[src/rtl/difftest_arch_delayed_update_queue_if.sv]
// Bus between the writeback capture side and the difftest batch packer.
// Carries the per-channel update inputs and the single-entry drain stream.
// The queue takes the slave view; the producer/consumer takes the master view.
interface difftest_arch_delayed_update_queue_if #(
    parameter int NUM_CH = 2,
    parameter int ADDR_W = 5,
    parameter int DATA_W = 64
);
    logic [NUM_CH-1:0]        in_valid;
    logic [NUM_CH*ADDR_W-1:0] in_address;
    logic [NUM_CH*DATA_W-1:0] in_data;
    logic [NUM_CH-1:0]        in_nack;
    logic [NUM_CH-1:0]        in_is_fp;

    logic                     out_valid;
    logic                     out_ready;
    logic [ADDR_W-1:0]        out_address;
    logic [DATA_W-1:0]        out_data;
    logic                     out_nack;
    logic                     out_is_fp;
    logic [7:0]               out_coreid;
    logic [7:0]               out_index;

    modport master (
        output in_valid, in_address, in_data, in_nack, in_is_fp, out_ready,
        input  out_valid, out_address, out_data, out_nack, out_is_fp,
               out_coreid, out_index
    );

    modport slave (
        input  in_valid, in_address, in_data, in_nack, in_is_fp, out_ready,
        output out_valid, out_address, out_data, out_nack, out_is_fp,
               out_coreid, out_index
    );
endinterface

[src/rtl/difftest_arch_delayed_update_queue.sv]
// Multi-channel delayed architectural writeback queue.
// Up to NUM_CH updates are captured per cycle in ascending channel order into
// an in-order FIFO, each stamped with a wrapping 8-bit sequence index, and
// drained one per cycle. Updates that do not fit are dropped and counted.
// Optional build macro DIFFTEST_DELAYED_NACK_FILTER_EN: nacked updates are
// discarded before slot allocation and out_nack is tied low.
module difftest_arch_delayed_update_queue #(
    parameter int NUM_CH = 2,
    parameter int DEPTH  = 8,
    parameter int ADDR_W = 5,
    parameter int DATA_W = 64
) (
    input  logic                      clock,
    input  logic                      reset,
    input  logic                      enable,
    input  logic [7:0]                io_coreid,
    difftest_arch_delayed_update_queue_if.slave bus,
    output logic [$clog2(DEPTH):0]    occupancy,
    output logic                      overflow,
    output logic [15:0]               drop_count
);
    localparam int PTR_W = $clog2(DEPTH);
    localparam int CNT_W = PTR_W + 1;
    localparam int CH_W  = 3;

    // Entry storage; contents are don't-care until written.
    logic [ADDR_W-1:0] mem_address [DEPTH];
    logic [DATA_W-1:0] mem_data    [DEPTH];
    logic              mem_is_fp   [DEPTH];
    logic [7:0]        mem_coreid  [DEPTH];
    logic [7:0]        mem_index   [DEPTH];
`ifndef DIFFTEST_DELAYED_NACK_FILTER_EN
    logic              mem_nack    [DEPTH];
`endif

    logic [PTR_W-1:0]  wr_ptr;
    logic [PTR_W-1:0]  rd_ptr;
    logic [7:0]        seq;

    logic [NUM_CH-1:0] cand;
    logic [NUM_CH-1:0] wr_en;
    logic [PTR_W-1:0]  wr_slot [NUM_CH];
    logic [7:0]        wr_seq  [NUM_CH];
    logic [CNT_W-1:0]  free;
    logic [CNT_W-1:0]  n_acc;
    logic [CH_W-1:0]   n_drop;
    logic              deq;
    logic [16:0]       drop_sum;

    // Candidate channels: enable gates capture; nacks optionally filtered out
    // so they never consume space, sequence numbers or drop credit.
`ifdef DIFFTEST_DELAYED_NACK_FILTER_EN
    assign cand = bus.in_valid & ~bus.in_nack & {NUM_CH{enable}};
`else
    assign cand = bus.in_valid & {NUM_CH{enable}};
`endif

    assign deq      = (occupancy != '0) && bus.out_ready;
    assign drop_sum = {1'b0, drop_count} + 17'(n_drop);

    // Slot allocation: free space is taken before this cycle's dequeue, so a
    // same-cycle pop never makes room for a push.
    always_comb begin
        free   = CNT_W'(DEPTH) - occupancy;
        n_acc  = '0;
        n_drop = '0;
        wr_en  = '0;
        for (int i = 0; i < NUM_CH; i++) begin
            wr_slot[i] = wr_ptr + n_acc[PTR_W-1:0];
            wr_seq[i]  = seq + 8'(n_acc);
            if (cand[i]) begin
                if (n_acc < free) begin
                    wr_en[i] = 1'b1;
                    n_acc    = n_acc + 1'b1;
                end else begin
                    n_drop = n_drop + 1'b1;
                end
            end
        end
    end

    // Control state: pointers, occupancy, sequence counter and drop tracking.
    always_ff @(posedge clock or negedge reset) begin
        if (!reset) begin
            wr_ptr     <= '0;
            rd_ptr     <= '0;
            occupancy  <= '0;
            seq        <= '0;
            overflow   <= 1'b0;
            drop_count <= '0;
        end else begin
            wr_ptr    <= wr_ptr + n_acc[PTR_W-1:0];
            rd_ptr    <= rd_ptr + PTR_W'(deq);
            occupancy <= occupancy + n_acc - CNT_W'(deq);
            seq       <= seq + 8'(n_acc);
            if (n_drop != '0) begin
                overflow   <= 1'b1;
                drop_count <= drop_sum[16] ? 16'hFFFF : drop_sum[15:0];
            end
        end
    end

    // Entry writes: accepted channels land in consecutive slots.
    always_ff @(posedge clock) begin
        for (int i = 0; i < NUM_CH; i++) begin
            if (wr_en[i]) begin
                mem_address[wr_slot[i]] <= bus.in_address[i*ADDR_W +: ADDR_W];
                mem_data[wr_slot[i]]    <= bus.in_data[i*DATA_W +: DATA_W];
                mem_is_fp[wr_slot[i]]   <= bus.in_is_fp[i];
                mem_coreid[wr_slot[i]]  <= io_coreid;
                mem_index[wr_slot[i]]   <= wr_seq[i];
`ifndef DIFFTEST_DELAYED_NACK_FILTER_EN
                mem_nack[wr_slot[i]]    <= bus.in_nack[i];
`endif
            end
        end
    end

    // Head presentation; data fields are forced to zero while the queue is empty.
    always_comb begin
        bus.out_valid   = (occupancy != '0);
        bus.out_address = '0;
        bus.out_data    = '0;
        bus.out_nack    = 1'b0;
        bus.out_is_fp   = 1'b0;
        bus.out_coreid  = '0;
        bus.out_index   = '0;
        if (occupancy != '0) begin
            bus.out_address = mem_address[rd_ptr];
            bus.out_data    = mem_data[rd_ptr];
            bus.out_is_fp   = mem_is_fp[rd_ptr];
            bus.out_coreid  = mem_coreid[rd_ptr];
            bus.out_index   = mem_index[rd_ptr];
`ifndef DIFFTEST_DELAYED_NACK_FILTER_EN
            bus.out_nack    = mem_nack[rd_ptr];
`endif
        end
    end
endmodule
[src/flat_wrapper.sv]
// flat-port wrapper written by rule: the top's interface ports become plain ports
module difftest_arch_delayed_update_queue_flat 
#(
    parameter int NUM_CH = 2,
    parameter int DEPTH  = 8,
    parameter int ADDR_W = 5,
    parameter int DATA_W = 64
)
  (clock, reset, enable, io_coreid, occupancy, overflow, drop_count, bus_in_valid, bus_in_address, bus_in_data, bus_in_nack, bus_in_is_fp, bus_out_ready, bus_out_valid, bus_out_address, bus_out_data, bus_out_nack, bus_out_is_fp, bus_out_coreid, bus_out_index);
  difftest_arch_delayed_update_queue_if #(.NUM_CH(NUM_CH), .ADDR_W(ADDR_W), .DATA_W(DATA_W)) bus_i ();
  input  logic clock;
  input  logic reset;
  input  logic enable;
  input  logic [7:0] io_coreid;
  output logic [$clog2(DEPTH):0] occupancy;
  output logic overflow;
  output logic [15:0] drop_count;
  input wire logic [$bits(bus_i.in_valid)-1:0] bus_in_valid;
  input wire logic [$bits(bus_i.in_address)-1:0] bus_in_address;
  input wire logic [$bits(bus_i.in_data)-1:0] bus_in_data;
  input wire logic [$bits(bus_i.in_nack)-1:0] bus_in_nack;
  input wire logic [$bits(bus_i.in_is_fp)-1:0] bus_in_is_fp;
  input wire logic [$bits(bus_i.out_ready)-1:0] bus_out_ready;
  output wire logic [$bits(bus_i.out_valid)-1:0] bus_out_valid;
  output wire logic [$bits(bus_i.out_address)-1:0] bus_out_address;
  output wire logic [$bits(bus_i.out_data)-1:0] bus_out_data;
  output wire logic [$bits(bus_i.out_nack)-1:0] bus_out_nack;
  output wire logic [$bits(bus_i.out_is_fp)-1:0] bus_out_is_fp;
  output wire logic [$bits(bus_i.out_coreid)-1:0] bus_out_coreid;
  output wire logic [$bits(bus_i.out_index)-1:0] bus_out_index;
  assign bus_i.in_valid = bus_in_valid;
  assign bus_i.in_address = bus_in_address;
  assign bus_i.in_data = bus_in_data;
  assign bus_i.in_nack = bus_in_nack;
  assign bus_i.in_is_fp = bus_in_is_fp;
  assign bus_i.out_ready = bus_out_ready;
  assign bus_out_valid = bus_i.out_valid;
  assign bus_out_address = bus_i.out_address;
  assign bus_out_data = bus_i.out_data;
  assign bus_out_nack = bus_i.out_nack;
  assign bus_out_is_fp = bus_i.out_is_fp;
  assign bus_out_coreid = bus_i.out_coreid;
  assign bus_out_index = bus_i.out_index;
  difftest_arch_delayed_update_queue #(.NUM_CH(NUM_CH), .DEPTH(DEPTH), .ADDR_W(ADDR_W), .DATA_W(DATA_W)) u_core (.clock(clock), .reset(reset), .enable(enable), .io_coreid(io_coreid), .bus(bus_i), .occupancy(occupancy), .overflow(overflow), .drop_count(drop_count));
endmodule
[config.mk]
export PLATFORM = sky130hd
export DESIGN_NAME = difftest_arch_delayed_update_queue_flat
export DESIGN_NICKNAME = d
export VERILOG_FILES = /design/src/rtl/difftest_arch_delayed_update_queue_if.sv /design/src/rtl/difftest_arch_delayed_update_queue.sv /design/src/flat_wrapper.sv
export SDC_FILE = /design/constraint.sdc
export NUM_CORES = 1
export LEC_CHECK = 0
export CAP_MARGIN = 15
export CORE_AREA = 2 2 297 270
export CTS_CLUSTER_DIAMETER = 150
export CTS_CLUSTER_SIZE = 8
export DETAILED_ROUTE_END_ITERATION = 10
export DIE_AREA = 0 0 299 272
export PLACE_DENSITY = 0.66
export SETUP_SLACK_MARGIN = 0.15
export SKIP_CTS_REPAIR_TIMING = 1
export SYNTH_ARGS = -nofsm -noshare
export SYNTH_HDL_FRONTEND = slang
export SYNTH_SLANG_ARGS = --single-unit
[constraint.sdc]
create_clock -name clock -period 21.9 [get_ports clock]
set_input_delay 2.19 -clock clock [delete_from_list [all_inputs] [get_ports clock]]
set_output_delay 2.19 -clock clock [all_outputs]
set_load 0.01 [all_outputs]
# Yosys cells after proc, flatten, opt, wreduce, memory -nomap -nowiden
# Memory sizes are Yosys's and may differ from the RTL's.
# Cells that the tools add are included.
[totals]
register_bits = 35
latch_bits = 0
ramBits = 696
mem_bits_ro = 0
input_bits = 156
out_inout_bits = 109
wordCells = 52
n_memories = 6
[op_classes]
addsub = 11
multipliers = 0
div = 0
n_lt_le_gt_ge = 2
eq_ne = 0
shifts = 0
muxes = 23
bitwise_logic = 1
reduce_logical = 3
[mem_list]
columns = ["name", "depth", "word_bits", "rd", "rd_clocked_by_memory_dff", "wr", "line_no", "rtl"]
rows = [
  ["u_core.mem_data", 8, 64, 1, 0, 2, "difftest_arch_delayed_update_queue.sv:28", "logic [DATA_W-1:0] mem_data [DEPTH];"],
  ["u_core.mem_coreid", 8, 8, 1, 0, 2, "difftest_arch_delayed_update_queue.sv:30", "logic [7:0] mem_coreid [DEPTH];"],
  ["u_core.mem_index", 8, 8, 1, 0, 2, "difftest_arch_delayed_update_queue.sv:31", "logic [7:0] mem_index [DEPTH];"],
  ["u_core.mem_address", 8, 5, 1, 0, 2, "difftest_arch_delayed_update_queue.sv:27", "logic [ADDR_W-1:0] mem_address [DEPTH];"],
  ["u_core.mem_is_fp", 8, 1, 1, 0, 2, "difftest_arch_delayed_update_queue.sv:29", "logic mem_is_fp [DEPTH];"],
  ["u_core.mem_nack", 8, 1, 1, 0, 2, "difftest_arch_delayed_update_queue.sv:33", "logic mem_nack [DEPTH];"],
]
[ops]
columns = ["operator", "n"]
rows = [
  ["$mux 64", 1],
  ["$add 16x3->17", 1],
  ["$add 8x4->8", 2],
  ["$mux 16", 1],
  ["$mux 8", 2],
  ["$mux 1", 12],
  ["$mux 4", 3],
  ["$mux 3", 3],
  ["$add 3x3->3", 2],
  ["$mux 5", 1],
  ["$add 4x1->4 const B", 1],
  ["$add 4x4->4", 1],
  ["$lt 1x4->1 const A", 1],
  ["$lt 4x4->1", 1],
  ["$reduce_bool 4->1", 1],
  ["$sub 4x1->4", 1],
  ["$sub 4x4->4 const A", 1],
  ["$add 3x1->3", 1],
  ["$add 3x1->3 const B", 1],
  ["$reduce_bool 3->1", 1],
  ["$and 2x2->2", 1],
  ["$logic_and 1x1->1", 1],
]

# Depth between registers and ports, before layout
[depth]
word_depth = 9
depth_mapped = 19
ltp_nobuf = 17

# Worst setup path after synthesis
# No wires, ideal clock.
[synth_path]
path_kind = "input port to flip-flop"
from = "in enable"
to = "mem u_core.mem_address[5][0], enable pin"
setup_time_ps = 665
arrival_time_ps = 9405
required_ps = 21235
path_slack_ps = 11830
path_stages = 5
path_buffers = 1
path_cell_list = "buf_2 -> nand2_1 -> a31oi_1 -> nand2_1 -> o32ai_1"
[synth_lines]
columns = ["item", "line_no", "rtl"]
rows = [
  ["start: declaration", "flat_wrapper.sv:13", "input logic enable;"],
  ["end: declaration", "difftest_arch_delayed_update_queue.sv:27", ""],
]

# Final worst setup path
[layout_path]
from = "reg u_core.rd_ptr[0]"
to = "out bus_out_data[49]"
[layout_between]
elab_chain_cells = 2
[layout_rtl]
columns = ["item", "line_no", "rtl"]
rows = [
  ["start: declaration", "difftest_arch_delayed_update_queue.sv:37", "logic [PTR_W-1:0] rd_ptr;"],
  ["start signal: assignment", "difftest_arch_delayed_update_queue.sv:93", "rd_ptr <= rd_ptr + PTR_W'(deq);"],
  ["$mem_v2 8x64", "-", ""],
  ["$mux 64", "difftest_arch_delayed_update_queue.sv:128", "if (occupancy != '0) begin"],
  ["end: declaration", "flat_wrapper.sv:26", "output wire logic [$bits(bus_i.out_data)-1:0] bus_out_data;"],
]
# Every way passes these cells.

==> flow_metrics.env <==
export IMPL_num_rows=98
export IMPL_vias=20630
export IMPL_route_detailed_drc=0
export IMPL_dp_hpwl_mm=50.72
export IMPL_drt_wl_total_mm=91.77
export IMPL_path_clk_slew_ns=0.05
export IMPL_cp_end_kind="output port"
export IMPL_cp_start_kind="flop"
export IMPL_worst_hold_path_type="reg2reg"
export IMPL_worstSetupPathType="reg2out"
export IMPL_crit_required_ns=19.71
export IMPL_fp_coreArea_um2=78480
export IMPL_clock_latency_ns=0.65
export IMPL_worst_r2r_path_depth=12
export IMPL_critical_path_top_delay_family="buffers and inverters"
export IMPL_ff2ff_setup_slack_ns=16.09
export IMPL_synth_edf_count=696
export IMPL_grt_pass1_vias=21970
export IMPL_tns_ns=0
export IMPL_rsz0062_at_grt="no"
export IMPL_initial_utilization=0.4655
export IMPL_cts_tree="yes"
export IMPL_skew_ns=0.02713
export IMPL_overflow=0
export IMPL_area_growth_pct=17.05
export IMPL_cts_root_buffer="clkbuf_16"
export IMPL_max_freq_mhz=145.0
export IMPL_io_pins=265
export IMPL_first_iter_violations=1563
export IMPL_ys_flop_type="edfxtp_1"
export IMPL_placed_area_um2=40050
export IMPL_critPathCapture="bus_out_data[49]"
export IMPL_synth_cells=2126
export IMPL_finalMaxSlewViolations=0
export IMPL_dieArea_um2=81330
export IMPL_critPathBufInv=3
export IMPL_leakage_nw=14.21
export IMPL_path_cells="buf_12 > buf_4 > mux4_2 > mux2i_1 > nor2_1 > clkdlybuf4s50_1"
export IMPL_placed_cells=3326
export IMPL_power_density_nw_per_um2=123.9
export IMPL_drive_above_1_share=0.3191
export IMPL_drtAntennaViolNets=0
export IMPL_fin_cells=3443
export IMPL_layout_commonest_cell="edfxtp_1"
export IMPL_mostFrequentLayoutCells="edfxtp_1, mux2_2, clkdlybuf4s50_1, mux4_2, mux2_1"
export IMPL_gp_congestion=0.8048
export IMPL_fin_crit_ns=6.894
export IMPL_htreeDepth=3
export IMPL_synth_seq_cells=731
export IMPL_setup_violations=0
export IMPL_maxSlewHeadroom=0.2590
export IMPL_yosys_warnings=0
export IMPL_wl_per_cell_um=26.65
export IMPL_worstReg2RegStart="u_core.occupancy[0]"
export IMPL_status="finished clean"
export IMPL_synth_cell_type_count=53
export IMPL_crit_arrival_ns=4.70
export IMPL_via_per_inst=5.992
export IMPL_hold_ws_ns=0.4679
export IMPL_synth_nets=2307
export IMPL_final_area_um2=42760
export IMPL_max_cap_viol_count=0
export IMPL_slowest_stage="buf_4"
export IMPL_syn_area_per_cell_um2=17.18
export IMPL_nets=2561
export IMPL_die_h_um=272
export IMPL_async_reset_ff_frac=0.04788
export IMPL_tightest_slew_ns=1.112
export IMPL_hold_viol=0
export IMPL_grt_first_pass_wirelength_mm=138.2
export IMPL_antenna_found_initial=14
export IMPL_fin_crit_sh=0.3148
export IMPL_grt_max_degree=156
export IMPL_ir_worst_vdd_mv=0.1252
export IMPL_cp_max_fo=108
export IMPL_port_buffers=264
export IMPL_setup_worst_path_start="u_core.rd_ptr[0]"
export IMPL_seq_area_frac_synth=0.5961
export IMPL_syn_cell_area_um2=36530
export IMPL_firstDrtPassIters=5
export IMPL_die_x_um=299
export IMPL_slowest_delay_ns=0.94
export IMPL_clock_path_buffers=3
export IMPL_crit_cells=6
export IMPL_numCtsBuffers=101
export IMPL_grt_util_all_layers=0.2256
export IMPL_r2r_end="u_core.mem_address[6][0]"
export IMPL_cts_sinks=731
-- power by group --
part / internal, mW / switching (mW)
clock: 0.826 / 0.558
combinational: 0.945 / 1.01
sequential: 1.84 / 0.125
-- worst min path at each step --
| stage | startpoint | endpoint | slack [ns] | cells past startpoint |
|---|---|---|---|---|
| floorplan | u_core.rd_ptr[0] | u_core.rd_ptr[0] | 0.48 | 1 |
| global placement | u_core.overflow | u_core.overflow | 0.46 | 1 |
| finish | u_core.overflow | u_core.overflow | 0.47 | 1 |
| CTS | u_core.overflow | u_core.overflow | 0.47 | 1 |
| detailed placement | u_core.overflow | u_core.overflow | 0.45 | 1 |
| global route | u_core.overflow | u_core.overflow | 0.50 | 1 |
-- cell families (layout without fill, tap and decap cells) --
| logic type | count (synthesis) | count (layout) | share of synthesized area |
|---|---|---|---|
| other | 0 | 2 | 0 |
| muxes | 856 | 856 | 0.3145 |
| and+or+nand+nor | 243 | 243 | 0.03168 |
| AOI/OAI and AO/OA | 46 | 46 | 0.008597 |
| DFF | 731 | 731 | 0.5961 |
| xor gates and xnor gates | 60 | 60 | 0.01439 |
| buffers and inverters | 165 | 430 | 0.02535 |
| adders and majority gates | 25 | 25 | 0.009385 |
-- routing by layer --
metal / share of wire / vias up / track usage
met2: 0.47 / 718 / 0.3590
met3: 0.071 / 176 / 0.05240
li1: - / 8980 / -
met4: 0.024 / 22 / 0.06408
met1: 0.43 / 10730 / 0.3119
met5: 0.0014 / - / 0
-- through the flow --
stage / utilization / total power, mW / setup WS (ns)
2_1_floorplan: - / 3.172 / 11.83
3_3_place_gp: 0.5102 / 3.938 / 14.38
3_5_place_dp: 0.5104 / 3.963 / 14.40
4_1_cts: 0.5447 / 5.362 / 14.82
5_1_grt: 0.5449 / 5.542 / 14.59
6_report: 0.5449 / 5.300 / 15.01
-- synth_stat cells (all sizes together) (4+ instances only) --
master | n | area share
xor2 | 19 | 0.0046
a31o | 5 | 0.0012
dfrtp | 35 | 0.024
nand2b | 4 | 0.00068
nand2 | 26 | 0.0027
nor2 | 108 | 0.012
edfxtp | 696 | 0.57
clkbuf | 40 | 0.0041
nand3 | 49 | 0.0069
nor2b | 6 | 0.0010
nor4 | 7 | 0.0014
xnor2 | 41 | 0.0098
nand4 | 9 | 0.0015
a21oi | 17 | 0.0023
mux2 | 594 | 0.18
mux2i | 88 | 0.024
fa | 4 | 0.0022
buf | 105 | 0.019
mux4 | 174 | 0.11
and3 | 11 | 0.0019
nor3 | 11 | 0.0016
inv | 20 | 0.0021
ha | 21 | 0.0072
-- registers in the layout (all words and copies together) (netlist names), 4 cells and up --
signal,count
u_core.mem_index,64
u_core.mem_is_fp,8
u_core.mem_nack,8
u_core.occupancy,4
u_core.mem_data,512
u_core.seq,8
u_core.drop_count,16
u_core.mem_address,40
u_core.mem_coreid,64
-- cell type report --
cell class	count	area, um^2
antenna	2	5.005
clock buffer	108	2596
clock inverter	6	93.84
fill	6254	35720
inverter	20	75.07
multi-input combinational	1230	13980
sequential	731	21790
tap	1050	1314
timing repair buffer	296	2910
Note: power is estimated with default switching activity, not from simulation.
